**config.mk**
```make
export PLATFORM = sky130hd
export DESIGN_NAME = perf_counter_bank
export DESIGN_NICKNAME = d
export VERILOG_FILES = /design/src/rtl/perf_counter_bank.sv
export SDC_FILE = /design/constraint.sdc
export NUM_CORES = 1
export LEC_CHECK = 0
export BUFFER_PORTS_ARGS = -buffer_cell sky130_fd_sc_hd__buf_2
export CORE_MARGIN = 1.5
export CORE_UTILIZATION = 59
export DETAILED_ROUTE_END_ITERATION = 7
export PLACE_DENSITY = 0.8
export SLEW_MARGIN = 5
export SYNTH_ARGS = -nofsm -noshare
export SYNTH_HDL_FRONTEND = slang
export SYNTH_SLANG_ARGS = --single-unit
```
**constraint.sdc**
```tcl
create_clock -name clk -period 5.15 [get_ports clk]
set_input_delay 0.7725 -clock clk [delete_from_list [all_inputs] [get_ports clk]]
set_output_delay 0.7725 -clock clk [all_outputs]
set_load 0.02 [all_outputs]
```
**src/rtl/perf_counter_bank.sv**
```systemverilog
// Performance-counter bank for the rasterizer sample-test pipeline.
// Counts valid samples, sample hits, accepted triangles, enabled cycles and
// stall cycles with saturating counters. It also provides a synchronous
// clear, an on-demand snapshot and a periodic report pulse.
module perf_counter_bank #(
  parameter int SAMPLES         = 4,
  parameter int PIPE_DEPTH      = 3,
  parameter int CNT_W           = 32,
  parameter int REPORT_INTERVAL = 100000
) (
  input  logic               clk,
  input  logic               rst,
  input  logic               en_i,
  input  logic               clear_i,
  input  logic [SAMPLES-1:0] validSamp_i,
  input  logic [SAMPLES-1:0] hit_valid_i,
  input  logic               tri_valid_i,
  input  logic               tri_halt_i,
  input  logic               snap_req_i,
  output logic               snap_valid_o,
  output logic [CNT_W-1:0]   snap_sample_o,
  output logic [CNT_W-1:0]   snap_hit_o,
  output logic [CNT_W-1:0]   snap_tri_o,
  output logic [CNT_W-1:0]   snap_cycle_o,
  output logic [CNT_W-1:0]   snap_stall_o,
  output logic [4:0]         sat_o,
  output logic               report_o
);

  localparam int POP_W = $clog2(SAMPLES + 1);
  localparam int ACC_W = (REPORT_INTERVAL == 0) ? 2 : $clog2(REPORT_INTERVAL + 1) + 1;

  // Counter slots: 0 sample, 1 hit, 2 tri, 3 cycle, 4 stall (matches sat_o order)
  logic [SAMPLES-1:0]      v_d;
  logic [POP_W-1:0]        samp_pop;
  logic [POP_W-1:0]        hit_pop;
  logic [4:0][CNT_W-1:0]   cnt;
  logic [4:0][CNT_W:0]     inc;
  logic [4:0][CNT_W:0]     sum;

  generate
    if (PIPE_DEPTH == 0) begin : g_no_delay
      assign v_d = validSamp_i;
    end else begin : g_delay
      logic [SAMPLES-1:0] stage [PIPE_DEPTH];

      // Delay the sample-valid flags so they line up with the hit flags
      always_ff @(posedge clk or negedge rst) begin
        if (!rst) begin
          for (int i = 0; i < PIPE_DEPTH; i++) stage[i] <= '0;
        end else begin
          stage[0] <= validSamp_i;
          for (int i = 1; i < PIPE_DEPTH; i++) stage[i] <= stage[i-1];
        end
      end

      assign v_d = stage[PIPE_DEPTH-1];
    end
  endgenerate

  // Population counts of aligned valid samples and of aligned hits
  always_comb begin
    samp_pop = '0;
    hit_pop  = '0;
    for (int i = 0; i < SAMPLES; i++) begin
      samp_pop += POP_W'(v_d[i]);
      hit_pop  += POP_W'(v_d[i] & hit_valid_i[i]);
    end
  end

  // Per-counter increments and one-bit-wider sums used for overflow detection
  always_comb begin
    inc[0] = (CNT_W+1)'(samp_pop);
    inc[1] = (CNT_W+1)'(hit_pop);
    inc[2] = (CNT_W+1)'(tri_valid_i & ~tri_halt_i);
    inc[3] = (CNT_W+1)'(1);
    inc[4] = (CNT_W+1)'(tri_valid_i & tri_halt_i);
    for (int k = 0; k < 5; k++) sum[k] = {1'b0, cnt[k]} + inc[k];
  end

  // Saturating counters with sticky overflow flags; clear wins over counting
  always_ff @(posedge clk or negedge rst) begin
    if (!rst) begin
      cnt   <= '0;
      sat_o <= '0;
    end else if (clear_i) begin
      cnt   <= '0;
      sat_o <= '0;
    end else if (en_i) begin
      for (int k = 0; k < 5; k++) begin
        if (sum[k][CNT_W]) begin
          cnt[k]   <= '1;
          sat_o[k] <= 1'b1;
        end else begin
          cnt[k] <= sum[k][CNT_W-1:0];
        end
      end
    end
  end

  // Capture the pre-edge counter values on request; unaffected by clear
  always_ff @(posedge clk or negedge rst) begin
    if (!rst) begin
      snap_valid_o  <= 1'b0;
      snap_sample_o <= '0;
      snap_hit_o    <= '0;
      snap_tri_o    <= '0;
      snap_cycle_o  <= '0;
      snap_stall_o  <= '0;
    end else begin
      snap_valid_o <= snap_req_i;
      if (snap_req_i) begin
        snap_sample_o <= cnt[0];
        snap_hit_o    <= cnt[1];
        snap_tri_o    <= cnt[2];
        snap_cycle_o  <= cnt[3];
        snap_stall_o  <= cnt[4];
      end
    end
  end

  generate
    if (REPORT_INTERVAL == 0) begin : g_no_report
      assign report_o = 1'b0;
    end else begin : g_report
      logic [ACC_W-1:0] acc;
      logic [ACC_W-1:0] acc_next;

      assign acc_next = acc + ACC_W'(samp_pop);

      // Accumulate samples and emit a one-cycle pulse per interval, keeping the remainder
      always_ff @(posedge clk or negedge rst) begin
        if (!rst) begin
          acc      <= '0;
          report_o <= 1'b0;
        end else if (clear_i) begin
          acc      <= '0;
          report_o <= 1'b0;
        end else begin
          report_o <= 1'b0;
          if (en_i) begin
            if (acc_next >= ACC_W'(REPORT_INTERVAL)) begin
              acc      <= acc_next - ACC_W'(REPORT_INTERVAL);
              report_o <= 1'b1;
            end else begin
              acc <= acc_next;
            end
          end
        end
      end
    end
  endgenerate

endmodule
```
# ---- Yosys cells after proc, flatten, opt, wreduce, memory -nomap -nowiden
# Cells that the tools add are included.
# Widths: inputs -> output; s select.
dict set report word_totals {
  reg_bits 357
  in_bits 15
  out_inout_bits 167
  elab_cells 73
}
dict set report op_classes {
  n_addsub 13
  magnitude_cmp 1
  muxes 20
  n_bitwise 7
  reduce_logical 11
}
# cell n
set ops {}
lappend ops {{$mux 160} 2}
lappend ops {{$mux 32} 5}
lappend ops {{$add 32x3->33} 2}
lappend ops {{$mux 18} 3}
lappend ops {{$add 32x1->33} 1}
lappend ops {{$add 32x1->33 const B} 1}
lappend ops {{$add 32x33->33} 1}
lappend ops {{$and 1x33->33} 1}
lappend ops {{$not 1->33} 1}
lappend ops {{$add 18x3->18} 1}
lappend ops {{$ge 18x17->1 const B} 1}
lappend ops {{$sub 18x17->18 const B} 1}
lappend ops {{$reduce_bool 2->1} 6}
lappend ops {{$mux 5} 2}
lappend ops {{$reduce_and 2->1} 5}
lappend ops {{$mux 1} 8}
lappend ops {{$add 2x1->3} 2}
lappend ops {{$add 3x1->3} 2}
lappend ops {{$and 1x1->1} 5}
lappend ops {{$add 1x1->2} 2}

# ---- Longest topological paths before layout
# Gate-level depths: netlist (run 1).
dict set report logic_depth {
  ltp_word 8
  mapped_depth 17
  ltp_nobuf 17
}

# ---- Worst setup path before layout (run 1)
# OpenSTA, ideal clock, no wires.
dict set report synth_path {
  path_kind {register -> register}
  startpoint {reg g_delay.stage, in the netlist v_d[0]}
  endpoint {reg g_report.acc[15]}
  setup_ns 0.128
  t_arrival_ns 4.094
  required_ns 5.022
  setup_slack_ns 0.928
  stages_incl_launch_ff 16
  n_path_buf 0
  synth_period_minus_slack_ns 4.222
  cell_sequence {dfrtp_1 > fa_1 > ha_1 > ha_1 > inv_1 > fa_1 > nor2b_1 > o22ai_2 > nor2_1 > xnor2_1 > ha_1 > o311ai_0 > o22ai_1 > and2_4 > o41ai_2 > mux2_1}
}
dict set report synth_via {
  elab_chain_len 8
  elab_cells_between_ends 9
  cone_classes {add/sub: 5; order compare: 1; mux: 3}
}
# item line
set synth_lines {}
lappend synth_lines {{start: declaration} 45} ;# logic [SAMPLES-1:0] stage [PIPE_DEPTH];
lappend synth_lines {{$add 1x1->2 (*)} 66} ;# samp_pop += POP_W'(v_d[i]);
lappend synth_lines {{$add 2x1->3 (*)} 66}
lappend synth_lines {{$add 3x1->3 (*)} 66}
lappend synth_lines {{$add 18x3->18 (*)} 129} ;# assign acc_next = acc + ACC_W'(samp_pop);
lappend synth_lines {{$sub 18x17->18 / $ge 18x17->1 (equally long branches)} {143, 142}}
lappend synth_lines {{$mux 18 (*)} 142} ;# if (acc_next >= ACC_W'(REPORT_INTERVAL)) begin
lappend synth_lines {{$mux 18 (*)} 141} ;# if (en_i) begin
lappend synth_lines {{$mux 18 (*)} 136} ;# end else if (clear_i) begin
lappend synth_lines {{end signal: assignment} 143} ;# acc <= acc_next - ACC_W'(REPORT_INTERVAL);
lappend synth_lines {{end signal: assignment} 146} ;# acc <= acc_next;
lappend synth_lines {{end: declaration} 126} ;# logic [ACC_W-1:0] acc;
# Mark *: on every way between the ends. The rest lies on a longest branch, timed or not. The select of a mux whose other input is x is not followed.
# A chain may end at the register's enable or synchronous reset.

# ---- Worst setup path in the final report (run 1)
dict set report layout_path {
  startpoint {reg g_delay.stage, in the netlist v_d[0]}
  endpoint {reg g_report.acc[12]}
}
# Same word-level chain as after synthesis.

==> summary.txt, run 1 <==
CTS
  • CTS tree: built
  • CTS resizes: 0
  • H-tree depth: 2
  • Setup Buffers After CTS: 0
  • CTS clk-pin slew, worst paths: 60 ps
  • Root Driver: clkbuf_16
  • Hold buffers post-CTS: 0
  • Clock sink total: 357
  • Clk buf depth: 3
  • CTS Buf Count: 38
  • Worst skew pair latency: 530 ps

Setup path
  • Crit path DAT: 5250 ps
  • Max stage delay cell, worst path: nor3_2
  • Critical path required time: 5570 ps
  • Critical Path Sink Type: register
  • Reg-to-reg slack, setup: 320 ps
  • CP Buf/Inv Count: 1
  • Largest stage delay on the critical path: 660 ps
  • Crit path max-delay family: simple AND/OR/NAND/NOR gates
  • Critical path type: reg -> reg
  • Crit path cell chain: fa_1 -> ha_1 -> ha_1 -> inv_1 -> fa_1 -> nor2_1 -> o22a_1 -> nand3_1 -> xnor2_1 -> nor3_2 -> o21ai_0 -> and4_1 -> or3_1 -> and3_1
  • CP Max Fanout: 11
  • CP startpoint kind: register

Timing
  • Setup violators final: 0
  • Max-slew violations: 0
  • Fmax: 207 MHz
  • Fin. Hold Viols: 0
  • Slew HR: 0.336
  • Setup TNS: 0 ps
  • Worst Max-Slew Pin Slew: 996 ps
  • Crit path time final: 4830 ps
  • Setup repair after global routing missed its margin: false
  • Worst clock skew: 15.8 ps
  • Period utilization: 0.938

Floorplan
  • Initial core utilization: 0.603
  • Chip height: 175 um
  • DIE AREA: 0.0305 mm^2
  • Site row count: 62
  • I/O pins: 182
  • Std-Cell Core Area: 0.0289 mm^2
  • Die W: 175 um

Flow run
  • Max-cap violations: 0

Route
  • Antenna viol nets, final: 0
  • Vias: 13.8k
  • DRT Wirelength: 40.6 mm
  • Vias per cell: 6.24
  • Wire per inst: 18.4 um
  • First-pass iteration count of the detailed router: 8
  • Iter 0 DRT Violations: 1254
  • DRC: 0

Finish
  • Area Overhead vs Synth: 15.0%
  • Final net count: 1834
  • Area occupied by registers: 0.00893 mm^2
  • Share of layout cells above drive strength 1: 0.246
  • Antenna Cells: 0
  • Commonest non-fill, non-tap cell in the layout: dfrtp_1
  • Most frequent cells in the layout: dfrtp_1, nor2_1, buf_2
  • Multi-input logic area: 0.00796 mm^2
  • Non-filler cells in the finished layout: 2211
  • Fillers: 2145

Logic synthesis
  • Flops & latches, synth: 357
  • Mapped Nets: 1695
  • Sequential share of the synthesized area: 0.514
  • Ys Warns: 0
  • Synth Instances: 1660
  • Dominant cell type by area after synthesis: dfrtp_1
  • Post-synth top area share: 0.514
  • Post-synth top flop: dfrtp_1
  • Synth area leaders: dfrtp_1, mux2_2, nor2_1, a211oi_1, a21oi_1
  • EDFF count, synth: 0
  • Ys async rst share: 1.00
  • Number of distinct library cells after synthesis: 79
  • Synthesized area: 0.0174 mm^2
  • Mean Syn Cell Area: 10.5 um^2

Global routing
  • Initial antenna violation count: 0
  • Largest net degree at the start of global routing: 125
  • First-pass GRT wire length: 67.7 mm
  • Vias in the first global route: 13.3k
  • Total GRT Usage: 0.267
  • Global route overflow: 0

Status
  • Result of the run: completed

Pwr
  • Leakage: 9.74 nW
  • P per Cell Area: 317 mW/mm^2
  • Max VDD drop: 0.000319 V

Placed design
  • DP HPWL: 26.1 mm
  • Placed cells: 2143
  • GPL Wtd Cong: 0.854
  • IO Port Bufs: 181

Hold path
  • Hold Path Class: in -> async
sequential cells by signal, summed over array words and instances (netlist names), 8 cells and up:
| register | cells |
|---|---|
| snap_tri_o | 32 |
| snap_hit_o | 32 |
| snap_stall_o | 32 |
| g_delay.stage | 8 |
| cnt | 160 |
| snap_cycle_o | 32 |
| g_report.acc | 18 |
| snap_sample_o | 32 |
cells in the mapped netlist (4+ instances only):
library cell and instances:
ha_1 14, a21oi_1 90, a41oi_1 4, a221oi_1 6, and3_1 52, nor2_1 202, nor2b_1 17, buf_1 7
and4_1 22, nand4_1 22, nor4_1 4, inv_1 24, buf_2 8, nor3b_1 5, a311oi_1 30, and2_1 21
mux2i_1 35, o21ai_0 50, a211o_1 5, a31oi_1 22, mux2_2 161, nor3_1 32, nand2_1 111, xor2_1 7
a41o_1 7, o221a_2 4, fa_1 6, a21o_1 9, o21a_1 7, dfrtp_1 357, nand3_1 87, a211oi_1 66
xnor2_1 13, nand2b_1 8, clkbuf_1 82
metrics by stage:
stage	power [mW]	utilization	instance area (um^2)	hold slack (ps)	setup WS, ps
after floorplan	3.13	-	17400	331	928
after detailed placement	3.26	0.643	18600	335	413
after CTS	6.40	0.693	20000	332	391
after global routing	6.54	0.693	20000	336	7.00
after global placement	3.25	0.643	18600	334	548
final	6.34	0.693	20000	331	320
per-layer routing:
| metal | GRT usage | part of all wire |
|---|---|---|
| met2 | 0.429 | 0.48 |
| met1 | 0.370 | 0.43 |
| met3 | 0.0463 | 0.066 |
| met5 | 0 | 0 |
| met4 | 0.0897 | 0.026 |
worst paths after layout:
kind                                   from                to  cells past startpoint
setup / recovery                     v_d[0]  g_report.acc[12]                     14
min in group clk           g_delay.stage[7]            v_d[3]                      0
hold / removal                          rst  snap_stall_o[14]                      1
hold reg to reg            g_delay.stage[7]            v_d[3]                      0
max in group asynchronous               rst    snap_hit_o[25]                      2
setup reg to reg                     v_d[0]  g_report.acc[12]                     14
logic make-up (layout without fill, tap and decap cells):
family	count (synthesis)	after routing	share of synthesized area
and+or+nand+nor	600	600	0.168
DFF	357	357	0.514
xor gates and xnor gates	21	21	0.0110
muxes	197	197	0.125
adders and majority gates	20	20	0.0170
AOI/OAI and AO/OA	341	341	0.137
buffers and inverters	124	291	0.0284
cell type report:
type | count | share of cell area
Sequential cell | 357 | 0.447
Clock inverter | 20 | 0.0189
Inverter | 24 | 0.00450
Clock buffer | 48 | 0.0540
Timing Repair Buffer | 199 | 0.0541
Multi-Input combinational cell | 1179 | 0.398
Tap cell | 384 | 0.0240
power by group:
group          switching (mW)  total [mW]  internal, mW
sequential             0.0266        2.86          2.84
clock                    1.13        3.13          2.00
combinational           0.241       0.349         0.107
No activity file was read; power rests on OpenSTA's default activity.
==> run 2, diff against run 1 <==
--- a/config.mk
+++ b/config.mk
@@ -6,10 +6,11 @@
 export NUM_CORES = 1
 export LEC_CHECK = 0
 export BUFFER_PORTS_ARGS = -buffer_cell sky130_fd_sc_hd__buf_2
+export CORE_ASPECT_RATIO = 1.5
 export CORE_MARGIN = 1.5
 export CORE_UTILIZATION = 59
 export DETAILED_ROUTE_END_ITERATION = 7
-export PLACE_DENSITY = 0.8
+export PLACE_DENSITY_LB_ADDON = 0.2
 export SLEW_MARGIN = 5
 export SYNTH_ARGS = -nofsm -noshare
 export SYNTH_HDL_FRONTEND = slang
==> summary.txt, run 2 (synthesized netlist as in run 1, its figures left out) <==
Timing
  • Fmax: 213 MHz (+2.9%)
  • Period utilization: 0.911 (-0.0264)
  • Setup repair after global routing missed its margin: false
  • Setup violators final: 0 (unchanged)
  • Fin. Hold Viols: 0 (unchanged)
  • Worst Max-Slew Pin Slew: 1010 ps (+14.5 ps)
  • Slew HR: 0.326 (-0.00963)
  • Crit path time final: 4690 ps (-136 ps)
  • Setup TNS: 0 ps (unchanged)
  • Max-slew violations: 0 (unchanged)
  • Worst clock skew: 22.5 ps (+6.65 ps)

Global routing
  • Grt peak-use layer: met2
  • Total GRT Usage: 0.268 (+0.000817)
  • Initial antenna violation count: 1 (+1)
  • First-pass GRT wire length: 66.2 mm (-2.3%)
  • Largest net degree at the start of global routing: 198 (+58%)
  • Met2 Use GR: 0.456 (+0.0265)
  • Grt met3 use: 0.0475 (+0.00120)
  • Vias in the first global route: 13.2k (-0.63%)
  • GRT met1 Usage: 0.338 (-0.0330)
  • Global route overflow: 0 (unchanged)

CTS
  • Root Driver: clkbuf_16
  • CTS Buf Count: 34 (-11%)
  • CTS tree: built
  • H-tree depth: 2 (unchanged)
  • Hold buffers post-CTS: 0 (unchanged)
  • Setup Buffers After CTS: 0 (unchanged)
  • Clk buf depth: 3 (unchanged)
  • CTS resizes: 0 (unchanged)
  • CTS clk-pin slew, worst paths: 60 ps (about the same)
  • Worst skew pair latency: 530 ps (about the same)
  • Clock sink total: 357 (unchanged)

Finish
  • Area occupied by registers: 0.00893 mm^2 (unchanged)
  • Most frequent cells in the layout: dfrtp_1, nor2_1, buf_2
  • Final net count: 1830 (-0.22%)
  • Top reg by flops: cnt
  • Antenna Cells: 0 (unchanged)
  • Area Overhead vs Synth: 13.9%
  • Share of layout cells above drive strength 1: 0.242 (-0.00455)
  • Largest register FFs: 160 (unchanged)
  • Post-route cell area: 0.0198 mm^2 (-0.98%)
  • Fillers: 2251 (+4.9%)
  • Commonest non-fill, non-tap cell in the layout: dfrtp_1
  • Multi-input logic area: 0.00796 mm^2 (unchanged)

Flow run
  • Max-cap violations: 0 (unchanged)

Setup path
  • Critical path type: reg -> reg
  • CP startpoint kind: register
  • Critical Path Sink Type: register
  • Crit path DAT: 5100 ps (-150 ps)
  • Critical path required time: 5560 ps (about the same)
  • CP Max Fanout: 5 (-6)

Floorplan
  • Die W: 143 um (-18%)
  • Chip height: 213 um (+22%)
  • I/O pins: 182 (unchanged)
  • Initial core utilization: 0.602 (-0.00104)
  • Std-Cell Core Area: 0.0289 mm^2 (+0.17%)
  • DIE AREA: 0.0305 mm^2 (about the same)
  • Site row count: 76 (+23%)

Placed design
  • DP HPWL: 26.2 mm (+0.26%)
  • Area after DPL: 0.0186 mm^2 (+0.18%)
  • GPL Wtd Cong: 0.858 (+0.47%)
  • IO Port Bufs: 181 (unchanged)

Status
  • Result of the run: completed

Hold path
  • Hold Path Class: in -> async

Route
  • Antenna viol nets, final: 0 (unchanged)
  • Iter 0 DRT Violations: 644 (-49%)
  • Vias per cell: 6.09 (-2.4%)
  • Vias: 13.5k (-2.4%)
  • DRC: 0 (unchanged)
  • First-pass iteration count of the detailed router: 5 (-3)
  • Wire per inst: 18.1 um (-1.3%)
  • DRT Wirelength: 40.1 mm (-1.3%)

Pwr
  • Max VDD drop: 0.000396 V (+24%)
  • Leakage: 9.63 nW (-1.1%)
  • P per Cell Area: 301 mW/mm^2 (-5.0%)
-- run 2: cell count changes in the layout (fill, tap and decap cells not counted) --
cell,change
buf_12,+2
bufinv_16,-3
clkbuf_8,-2
buf_4,-2
clkbuf_1,+3
clkbuf_16,-4
inv_6,-1
clkinvlp_4,+1
inv_16,-1
-- run 2: layout make-up --
| class | instances | share of cell area |
|---|---|---|
| well taps | 390 | 0.0246 |
| clock inverters | 16 | 0.0135 |
| repair buffers | 199 | 0.0559 |
| inverters | 24 | 0.00455 |
| clock buffers | 45 | 0.0486 |
| flip-flops and latches | 357 | 0.451 |
| multi-input cells | 1179 | 0.402 |
-- run 2: power breakdown --
group          internal (mW)  switching [mW]  total (mW)  leakage (nW)
logic                  0.109           0.239       0.348          4.09
registers               2.83          0.0272        2.86          4.94
clock network           1.67            1.08        2.76         0.597
-- run 2: per-layer routing --
metal / part of all wire / up-vias
met2: 0.51 / 374
met3: 0.054 / 81
met4: 0.028 / 0
met5: 0 / -
met1: 0.41 / 6682
li1: - / 6331
-- run 2: metrics by stage --
stage          setup slack, ps  instances  total power [mW]  hold slack, ps  utilization
2_1_floorplan              928       1660              3.13             331            -
3_3_place_gp               672       2149              3.26             335        0.643
3_5_place_dp               469       2149              3.27             336        0.643
4_1_cts                    453       2210              6.03             304        0.685
5_1_grt                    155       2210              6.17             327        0.685
6_report                   456       2210              5.97             268        0.685
-- run 2: worst paths after layout --
kind	startpoint	slack (ps)	endpoint	cells after the start
max in group asynchronous	rst	3770	cnt[43]	2
worst min register to register	g_delay.stage[9]	350	g_delay.stage[5]	0
min in group clk	validSamp_i[1]	340	g_delay.stage[9]	1
worst min-delay path	rst	270	cnt[140]	1
worst max-delay path	v_d[0]	460	g_report.acc[15]	15
worst max register to register	v_d[0]	460	g_report.acc[15]	15
-- run 2: worst max-delay path, cell delays in order, from the launching register on --
cell,delay (ps)
dfrtp_1,400
fa_1,490
ha_1,220
ha_1,330
inv_1,90
fa_1,440
nor2b_1,210
o22ai_2,140
nor2_1,160
xnor2_1,100
ha_1,230
o311ai_0,570
o22ai_1,250
and2_4,240
o41ai_2,360
mux2_1,350
==> run 3, diff against run 2 <==
--- a/config.mk
+++ b/config.mk
@@ -8,7 +8,8 @@
 export BUFFER_PORTS_ARGS = -buffer_cell sky130_fd_sc_hd__buf_2
 export CORE_ASPECT_RATIO = 1.5
 export CORE_MARGIN = 1.5
-export CORE_UTILIZATION = 59
+export CORE_UTILIZATION = 32
+export CTS_BUF_LIST = sky130_fd_sc_hd__clkbuf_8
 export DETAILED_ROUTE_END_ITERATION = 7
 export PLACE_DENSITY_LB_ADDON = 0.2
 export SLEW_MARGIN = 5
==> summary.txt, run 3 (synthesized netlist as in run 1, its figures left out) <==
Setup path
  • Crit path DAT: 5120 ps (+20 ps)
  • Crit. Startpoint: v_d[0]
  • Crit path cell chain: fa_1 -> ha_1 -> ha_1 -> inv_1 -> fa_1 -> nor2_1 -> o22ai_2 -> nor2_1 -> xnor2_1 -> ha_1 -> o311ai_0 -> o22ai_1 -> and2_4 -> o41ai_2 -> mux2_1
  • Worst r2r path cells: 15 (unchanged)
  • Largest stage delay on the critical path: 510 ps (-60 ps)
  • R2R Path Start: v_d[0]
  • Instance count on the critical path: 15 (unchanged)
  • Crit path to: g_report.acc[15]
  • Critical Path Sink Type: register
  • Worst R2R End: g_report.acc[15]
  • Critical path type: reg -> reg
  • Max stage delay cell, worst path: o311ai_0
  • Crit path max-delay family: adder cells
  • CP Max Fanout: 5 (unchanged)
  • Cell mode on critical path: ha_1
  • Reg-to-reg slack, setup: 570 ps (+110 ps)
  • CP startpoint kind: register
  • Critical path required time: 5690 ps (+130 ps)
  • CP Buf/Inv Count: 1 (unchanged)

Timing
  • Slew HR: 0.294 (-0.0325)
  • Period utilization: 0.889 (-0.0221)
  • Setup TNS: 0 ps (unchanged)
  • Crit path time final: 4580 ps (-114 ps)
  • Setup repair after global routing missed its margin: false
  • Fmax: 218 MHz (+2.5%)
  • Setup violators final: 0 (unchanged)
  • Max-slew violations: 0 (unchanged)
  • Fin. Hold Viols: 0 (unchanged)
  • Worst Max-Slew Pin Slew: 1060 ps (+48.8 ps)
  • Worst clock skew: 15.0 ps (-7.46 ps)

Floorplan
  • Site row count: 104 (+37%)
  • Std-Cell Core Area: 0.0537 mm^2 (+86%)
  • Die W: 193 um (+35%)
  • Initial core utilization: 0.324 (-0.278)
  • DIE AREA: 0.0558 mm^2 (+83%)
  • I/O pins: 182 (unchanged)
  • Chip height: 289 um (+35%)

CTS
  • Clk buf depth: 3 (unchanged)
  • CTS resizes: 0 (unchanged)
  • Root Driver: clkbuf_8
  • Worst skew pair latency: 660 ps (+130 ps)
  • CTS clk-pin slew, worst paths: 70 ps (about the same)
  • Clock sink total: 357 (unchanged)
  • Setup Buffers After CTS: 0 (unchanged)
  • H-tree depth: 2 (unchanged)
  • CTS Buf Count: 59 (+74%)
  • CTS tree: built
  • Hold buffers post-CTS: 0 (unchanged)

Finish
  • Most frequent cells in the layout: dfrtp_1, nor2_1, buf_2
  • Final net count: 1853 (+1.3%)
  • Top reg by flops: cnt
  • Fillers: 5376 (+140%)
  • Commonest non-fill, non-tap cell in the layout: dfrtp_1
  • Largest register FFs: 160 (unchanged)
  • Area Overhead vs Synth: 16.0%
  • Share of layout cells above drive strength 1: 0.249 (+0.00717)
  • Layout Utilization: 0.375 (-0.310)

Global routing
  • Largest net degree at the start of global routing: 168 (-15%)
  • Global route overflow: 0 (unchanged)
  • Total GRT Usage: 0.169 (-0.0992)
  • Vias in the first global route: 13.6k (+3.1%)
  • First-pass GRT wire length: 76.3 mm (+15%)
  • Initial antenna violation count: 1 (unchanged)

Placed design
  • IO Port Bufs: 181 (unchanged)
  • GPL Wtd Cong: 0.842 (-1.9%)
  • DP HPWL: 30.1 mm (+15%)

Route
  • Vias: 13.5k (+0.082%)
  • Iter 0 DRT Violations: 578 (-10%)
  • DRC: 15 (+15)
  • DRT Wirelength: 46.8 mm (+17%)
  • Vias per cell: 5.28 (-13%)
  • First-pass iteration count of the detailed router: 6 (+1)
  • Antenna viol nets, final: 0 (unchanged)
  • Wire per inst: 18.3 um (+0.96%)

Pwr
  • Leakage: 9.74 nW (+1.2%)
  • Max VDD drop: 0.000171 V (-57%)
  • P per Cell Area: 289 mW/mm^2 (-4.2%)

Flow run
  • Max-cap violations: 0 (unchanged)

Status
  • Failing checks: design-rule violations
  • Result of the run: finished with violations

Hold path
  • Hold Path Class: in -> async
[run 3: layout make-up]
type	instances	area (um^2)	area share
flip-flops and latches	357	8930	0.443
well taps	689	862	0.0427
repair buffers	197	1100	0.0548
inverters	24	90.1	0.00447
diodes	1	2.50	0.000124
multi-input cells	1179	7960	0.395
clock buffers	74	1020	0.0505
clock inverters	33	193	0.00955
[run 3: report_power, final]
group	leakage (nW)	switching [mW]	internal, mW
Clock	0.715	1.21	1.39
Sequential	4.94	0.0258	2.84
Combinational	4.09	0.252	0.109
Total	9.74	1.49	4.33
[run 3: worst register-to-register path, cell delays in order (launching register included)]
cell      delay [ps]
dfrtp_1          390
fa_1             480
ha_1             210
ha_1             320
inv_1            100
fa_1             440
nor2_1           230
o22ai_2          150
nor2_1           150
xnor2_1          100
ha_1             240
o311ai_0         510
o22ai_1          230
and2_4           230
o41ai_2          340
mux2_1           350
[run 3: worst min-delay path by stage]
stage / start / to / slack (ps) / cells past startpoint
2_1_floorplan: g_delay.stage[8] / g_delay.stage[4] / 330 / 0
3_3_place_gp: g_delay.stage[6] / v_d[2] / 330 / 0
3_5_place_dp: g_delay.stage[8] / g_delay.stage[4] / 330 / 0
4_1_cts: rst / snap_sample_o[10] / 150 / 1
5_1_grt: rst / snap_sample_o[11] / 170 / 1
6_report: rst / snap_sample_o[4] / 140 / 1
[run 3: per-stage QoR]
stage	worst slack (ps)	instances	power (mW)	hold slack [ps]	cell area, um^2
after floorplan	928	1660	3.13	331	17400
after global placement	647	2446	3.28	332	19000
after detailed placement	570	2446	3.28	335	19000
after CTS	580	2553	5.95	155	20200
after global routing	287	2554	6.09	170	20200
final	570	2554	5.82	143	20200
[run 3: layer usage]
layer  part of all wire  track usage  up-vias
li1                   -            -     6389
met1               0.42        0.201     6686
met2               0.49        0.295      301
met3              0.052       0.0375      103
met4              0.038       0.0722        0
met5                  0            0        -
